==> src/rtl/io_pkg.sv <==
// Shared types and constants for the cin/cout byte-stream controller.
package io_pkg;
    typedef enum logic [1:0] {
        IN_IDLE = 2'd0,
        IN_WAIT = 2'd1,
        IN_DONE = 2'd2
    } in_state_e;

    localparam int RX_DEPTH_LOG2_DEF = 4;
    localparam int TX_DEPTH_LOG2_DEF = 4;
    localparam int N_LANES           = 4;
endpackage

==> src/rtl/io_ctrl_byte_fifo.sv <==
// Byte FIFO with single-byte and whole-word (4 byte) push/pop; word lanes are little-endian.
module byte_fifo
    import io_pkg::*;
#(
    parameter int DEPTH_LOG2 = 4,
    parameter int OUT_BYTES  = 1
) (
    input  logic                   clk,
    input  logic                   rst,
    input  logic                   push1,
    input  logic [7:0]             din1,
    input  logic                   push4,
    input  logic [31:0]            din4,
    input  logic                   pop1,
    input  logic                   pop4,
    output logic [8*OUT_BYTES-1:0] dout,
    output logic [DEPTH_LOG2:0]    count
);
    localparam int DEPTH = 1 << DEPTH_LOG2;
    localparam int CW    = DEPTH_LOG2 + 1;
    typedef logic [DEPTH_LOG2-1:0] ptr_t;

    logic [7:0] mem_q [DEPTH];
    logic [7:0] mem_d [DEPTH];
    ptr_t       wr_ptr_q, wr_ptr_d;
    ptr_t       rd_ptr_q, rd_ptr_d;
    logic [CW-1:0] count_q, count_d;

    // A push landing on a full FIFO overwrites the slot being popped this cycle,
    // which is safe because dout reads the pre-edge contents.
    always_comb begin
        mem_d    = mem_q;
        wr_ptr_d = wr_ptr_q;
        rd_ptr_d = rd_ptr_q;
        if (push1) begin
            mem_d[wr_ptr_d] = din1;
            wr_ptr_d        = wr_ptr_d + ptr_t'(1);
        end
        if (push4) begin
            for (int i = 0; i < N_LANES; i++) begin
                mem_d[wr_ptr_d + ptr_t'(i)] = din4[8*i +: 8];
            end
            wr_ptr_d = wr_ptr_d + ptr_t'(N_LANES);
        end
        if (pop1) rd_ptr_d = rd_ptr_d + ptr_t'(1);
        if (pop4) rd_ptr_d = rd_ptr_d + ptr_t'(N_LANES);
        count_d = count_q + CW'(push1) + (push4 ? CW'(N_LANES) : CW'(0))
                          - CW'(pop1)  - (pop4  ? CW'(N_LANES) : CW'(0));
    end

    always_comb begin
        dout = '0;
        for (int i = 0; i < OUT_BYTES; i++) begin
            dout[8*i +: 8] = mem_q[rd_ptr_q + ptr_t'(i)];
        end
    end

    always_ff @(posedge clk) begin
        if (rst) begin
            wr_ptr_q <= '0;
            rd_ptr_q <= '0;
            count_q  <= '0;
        end else begin
            wr_ptr_q <= wr_ptr_d;
            rd_ptr_q <= rd_ptr_d;
            count_q  <= count_d;
        end
    end

    always_ff @(posedge clk) begin
        mem_q <= mem_d;
    end

    assign count = count_q;
endmodule

==> src/rtl/io_ctrl.sv <==
// cin/cout bridge between the exec stage and a UART byte stream.
// Optional sticky RX overflow flag: define IO_RX_OVERFLOW_FLAG_EN.
module io_ctrl
    import io_pkg::*;
#(
    parameter int RX_DEPTH_LOG2 = RX_DEPTH_LOG2_DEF,
    parameter int TX_DEPTH_LOG2 = TX_DEPTH_LOG2_DEF
) (
    input  logic        clk,
    input  logic        rst,
    input  logic        in_req_e,
    input  logic        out_req_e,
    input  logic [31:0] out_data_e,
    output logic [31:0] in_data,
    output logic        in_stall,
    output logic        out_stall,
    input  logic [7:0]  rx_data,
    input  logic        rx_valid,
    output logic [7:0]  tx_data,
    output logic        tx_valid,
    input  logic        tx_ready,
    output logic        rx_overflow
);
    localparam int RXCW = RX_DEPTH_LOG2 + 1;
    localparam int TXCW = TX_DEPTH_LOG2 + 1;
    localparam logic [RXCW-1:0] RX_DEPTH_C = RXCW'(1 << RX_DEPTH_LOG2);
    localparam logic [TXCW-1:0] TX_DEPTH_C = TXCW'(1 << TX_DEPTH_LOG2);
    localparam logic [RXCW-1:0] RX_LANES_C = RXCW'(N_LANES);
    localparam logic [TXCW-1:0] TX_LANES_C = TXCW'(N_LANES);

    in_state_e     state_q, state_d;
    logic [31:0]   in_data_q, in_data_d;
    logic          in_stall_fsm;
    logic          rx_pop4, rx_push, rx_full;
    logic [31:0]   rx_head;
    logic [RXCW-1:0] rx_count;
    logic          tx_push4, tx_pop1;
    logic [TXCW-1:0] tx_count, tx_free;

    always_comb begin
        state_d      = state_q;
        in_stall_fsm = 1'b0;
        rx_pop4      = 1'b0;
        unique case (state_q)
            IN_IDLE: begin
                if (in_req_e) begin
                    in_stall_fsm = 1'b1;
                    state_d      = IN_WAIT;
                end
            end
            IN_WAIT: begin
                in_stall_fsm = 1'b1;
                if (rx_count >= RX_LANES_C) begin
                    rx_pop4 = 1'b1;
                    state_d = IN_DONE;
                end
            end
            IN_DONE: state_d = IN_IDLE;
            default: state_d = IN_IDLE;
        endcase
        in_data_d = rx_pop4 ? rx_head : in_data_q;
    end

    always_ff @(posedge clk) begin
        if (rst) begin
            state_q   <= IN_IDLE;
            in_data_q <= '0;
        end else begin
            state_q   <= state_d;
            in_data_q <= in_data_d;
        end
    end

    // A same-cycle word pop frees room, so a byte arriving on a full FIFO is kept.
    assign rx_full  = (rx_count == RX_DEPTH_C);
    assign rx_push  = rx_valid & (~rx_full | rx_pop4);
    assign in_stall = in_stall_fsm & ~rst;
    assign in_data  = in_data_q;

    byte_fifo #(.DEPTH_LOG2(RX_DEPTH_LOG2), .OUT_BYTES(N_LANES)) u_rx_fifo (
        .clk   (clk),
        .rst   (rst),
        .push1 (rx_push),
        .din1  (rx_data),
        .push4 (1'b0),
        .din4  (32'h0),
        .pop1  (1'b0),
        .pop4  (rx_pop4),
        .dout  (rx_head),
        .count (rx_count)
    );

`ifdef IO_RX_OVERFLOW_FLAG_EN
    logic rx_overflow_q, rx_overflow_d;
    assign rx_overflow_d = rx_overflow_q | (rx_valid & ~rx_push);
    always_ff @(posedge clk) begin
        if (rst) rx_overflow_q <= 1'b0;
        else     rx_overflow_q <= rx_overflow_d;
    end
    assign rx_overflow = rx_overflow_q;
`else
    assign rx_overflow = 1'b0;
`endif

    // Free space is judged before this cycle's pop; the push waits one more cycle.
    assign tx_free   = TX_DEPTH_C - tx_count;
    assign out_stall = out_req_e & (tx_free < TX_LANES_C) & ~rst;
    assign tx_push4  = out_req_e & ~out_stall;
    assign tx_valid  = (tx_count != '0);
    assign tx_pop1   = tx_valid & tx_ready;

    byte_fifo #(.DEPTH_LOG2(TX_DEPTH_LOG2), .OUT_BYTES(1)) u_tx_fifo (
        .clk   (clk),
        .rst   (rst),
        .push1 (1'b0),
        .din1  (8'h0),
        .push4 (tx_push4),
        .din4  (out_data_e),
        .pop1  (tx_pop1),
        .pop4  (1'b0),
        .dout  (tx_data),
        .count (tx_count)
    );
endmodule

==> config.mk <==
export PLATFORM = sky130hd
export DESIGN_NAME = io_ctrl
export DESIGN_NICKNAME = d
export VERILOG_FILES = /design/src/rtl/io_pkg.sv /design/src/rtl/io_ctrl_byte_fifo.sv /design/src/rtl/io_ctrl.sv
export SDC_FILE = /design/constraint.sdc
export NUM_CORES = 1
export LEC_CHECK = 0
export ABC_AREA = 1
export BUFFER_PORTS_ARGS = -buffer_cell sky130_fd_sc_hd__clkbuf_2
export CAP_MARGIN = 20
export CORE_MARGIN = 2
export CORE_UTILIZATION = 30
export CTS_CLUSTER_DIAMETER = 100
export DETAILED_ROUTE_END_ITERATION = 7
export HOLD_SLACK_MARGIN = 0.05
export MAX_ROUTING_LAYER = met4
export PLACE_DENSITY_LB_ADDON = 0.12
export SETUP_SLACK_MARGIN = 0.05
export SYNTH_ARGS = -nofsm -noshare
export SYNTH_HDL_FRONTEND = slang
export SYNTH_SLANG_ARGS = --single-unit
==> constraint.sdc <==
create_clock -name clk -period 2.9 [get_ports clk]
set_clock_uncertainty 0.2 [all_clocks]
set_input_delay 0.58 -clock clk [delete_from_list [all_inputs] [get_ports clk]]
set_output_delay 0.58 -clock clk [all_outputs]
set_load 0.01 [all_outputs]
==> out/results.txt <==
Cell Area, Synth: 13000 sq um
Core Util, Final: 36.6%
Worst-path cell chain: inv_8 > buf_4 > o21ai_0 > nand3_1 > nand3_1 > nand2_1 > clkbuf_2
Register area: 8820 sq um
Die area: 45000 sq um
Layout cells sized above 1: 15.4%
Post-synth EDFFs: 256
Synth Area in Compound Gates: 7.89%
Fmax: 361 MHz
Initial Util: 30.3%
Dpl cells: 1871
Post-synth top flop: edfxtp_1
Vias per inst: 4.42
#FFs+latches synth: 312
Pwr Density: 845 nW/um^2
Global-route usage over all layers: 15.3%
Asr flop ratio synth: 0%
Most frequent cell on the critical path: nand3_1
Multi-input gate area: 3360 sq um
Final setup fails: 0
Worst Path Required: 2120 ps
Clk Latency, worst-skew pair: 550 ps
WP buf/inv: 3
Tcrit/Tclk final: 95.4%
Top cells by count, synth: 256 x edfxtp_1, 254 x nor2_1, 155 x nand2_1
Worst hold path class: in -> reg
Final WL: 32800 microns
Nets: 1415
Worst rel slew slack: 49.8%
Worst Tran Pin Value: 753 ps
Leading post-synthesis cells by cell area: edfxtp_1 59%, dfxtp_1 8.6%, nor2_1 7.3%, o21ai_0 4.5%, nand2_1 4.5%
Fin crit period: 2770 ps
Routability Congestion: 0.747
Area grow syn2layout: 20.8%
Core area: 42900 sq um
CP top delay family: flip-flops
Adder-Cell Fraction of Synth Area: 2.37%
Worst-path clk slew: 60 ps
ANT nets after route: 0
Die X: 212 microns
RSZ-0062 raised after global routing: true
Buffers on Ports: 88
Routed wire per std cell: 16.8 microns
Cells after synthesis: 1215
Setup crit start kind: flip-flop
Top cell type by total area after synthesis: edfxtp_1
First DRT Iteration DRCs: 453
Pleak: 0.00636 uW
CTS Buffer Depth: 3
Share of the synthesized area in the top cell type: 59.1%
# clock sinks: 312
Antenna violations before repair: 1
H-tree levels: 2
Crit Path Class: reg -> out
CTS tree: done
Distinct cell type count after synthesis: 31
Syn. warnings: 0
Post-synthesis mux area share: 0%
Overflow after GRT: 0
Ports: 90
Critical Path Max Stage Delay: 470 ps
Fill cells: 4274
TritonCTS Buffers: 37
Count leader, synth: edfxtp_1
VDD IR-drop max: 0.450 mV
Synth Area in Simple Gates: 15.1%
Crit path capture type: output pin
# rows: 76
Outcome: completed
Peak fanout along the critical path: 20
Clock root buffer: clkbuf_16
Vias in the first global route: 8568
Seq/Total Area, Yosys: 67.8%
Critical Path Slowest Stage Cell: dfxtp_4
Max Slew Vio Count: 0
Syn_area_per_cell: 10.7 sq um
Die Ht: 212 microns
Max_cap viols: 0
Non-filler cells, final: 1960
DRC violations left: 0
Routed via count: 8654
Fin. Hold Viols: 0
Synth Net Count: 1285
Largest family of logic cells by synthesized area: simple AND/OR/NAND/NOR gates
Worst Path Arrival: 1990 ps
Post-DP HPWL: 19800 microns
First-pass GRT wire length: 50300 microns
Drt pass-1 iters: 4
Synth Area in XOR/XNOR: 0.202%
Largest net degree at the start of global routing: 67
==> cells in the final DEF (no fill, tap or decap), drive strengths merged <==
master | synthesis | routed
clkbuf | 17 | 138
nor3 | 18 | 18
edfxtp | 256 | 256
clkinv | 1 | 14
buf | 47 | 48
nand3 | 56 | 56
nand4 | 1 | 1
bufinv | 0 | 4
dfxtp | 56 | 56
nor2 | 254 | 254
o21ai | 165 | 165
dlygate4sd3 | 0 | 18
xnor2 | 1 | 1
a21boi | 1 | 1
ha | 23 | 23
conb | 1 | 1
xor2 | 2 | 2
a21o | 1 | 1
fa | 1 | 1
o211ai | 16 | 16
diode | 0 | 2
a21oi | 13 | 13
nand2 | 158 | 158
nand3b | 2 | 2
inv | 125 | 126
==> final cells by class <==
class / instances / share of cell area, %
inverters: 126 / 3.07
clock inverters: 18 / 1.34
clock buffers: 49 / 6.44
diodes: 2 / 0.0319
multi-input cells: 713 / 21.4
repair buffers: 155 / 6.90
flip-flops and latches: 312 / 56.1
well taps: 585 / 4.66
==> metal layers <==
layer | track usage [%] | up-vias | wire (microns)
li1 | - | 4330 | -
met1 | 21.0 | 4156 | 16300
met2 | 23.1 | 129 | 14600
met3 | 2.64 | 39 | 1300
met4 | 4.95 | 0 | 614
met5 | - | - | 0
==> where the power goes <==
| group | switching, uW | total (uW) | internal [uW] |
|---|---|---|---|
| Sequential | 194 | 5490 | 5300 |
| Combinational | 2030 | 3110 | 1080 |
| Clock | 1850 | 4670 | 2830 |
| Total | 4070 | 13300 | 9210 |
==> registers in the layout, indices dropped and copies added (netlist names) <==
signal              cells
u_rx_fifo.mem_q       128
u_tx_fifo.mem_q       128
in_data                32
u_tx_fifo.rd_ptr_q      4
state_q                 2
u_rx_fifo.count         5
u_rx_fifo.rd_ptr_q      2
u_tx_fifo.count         5
u_tx_fifo.wr_ptr_q      2
u_rx_fifo.wr_ptr_q      4
==> worst paths after layout <==
check / cells past startpoint / slack (ps) / startpoint / end
setup reg to reg: 16 / 340 / u_tx_fifo.count[1] / u_tx_fifo.count[4]
setup / recovery: 7 / 130 / u_tx_fifo.rd_ptr_q[0] / tx_data[2]
hold reg to reg: 2 / 310 / u_rx_fifo.wr_ptr_q[3] / u_rx_fifo.wr_ptr_q[3]
hold / removal: 1 / 80 / out_data_e[15] / u_tx_fifo.mem_q[119]
==> per-stage QoR <==
step	setup slack (ps)	hold slack, ps	area, sq um	power [uW]	TNS (ps)
floorplan	-231	278	13000	7620	-29590
global placement	243	302	14200	8640	0
detailed placement	240	303	14200	8650	0
CTS	58.1	56.7	15700	13500	0
global route	37.3	67.2	15700	14100	0
finish	132	84.8	15700	13300	0
==> kinds of logic after synthesis <==
family,Yosys count
simple gates,489
flops,312
compound gates,196
buf+inv,190
fa+ha+maj,24
xor+xnor,3
other cells,1
==> worst reg2reg max path, delay by kind of cell (launching register included) <==
kind                       cells  cell delay (ps)
buffers and inverters          2              130
DFF                            1              370
AOI/OAI and AO/OA              2              350
adders and majority gates      3              730
and+or+nand+nor                9              690
==> timing repair <==
action	CTS	global route
hold endpoints to repair	66	0
setup buffers	0	0
pin swaps	0	0
resized for setup	7	7
hold buffers	18	0
setup endpoints to repair	7	10
cloned	1	1
Power figures use the tool's default switching activity.
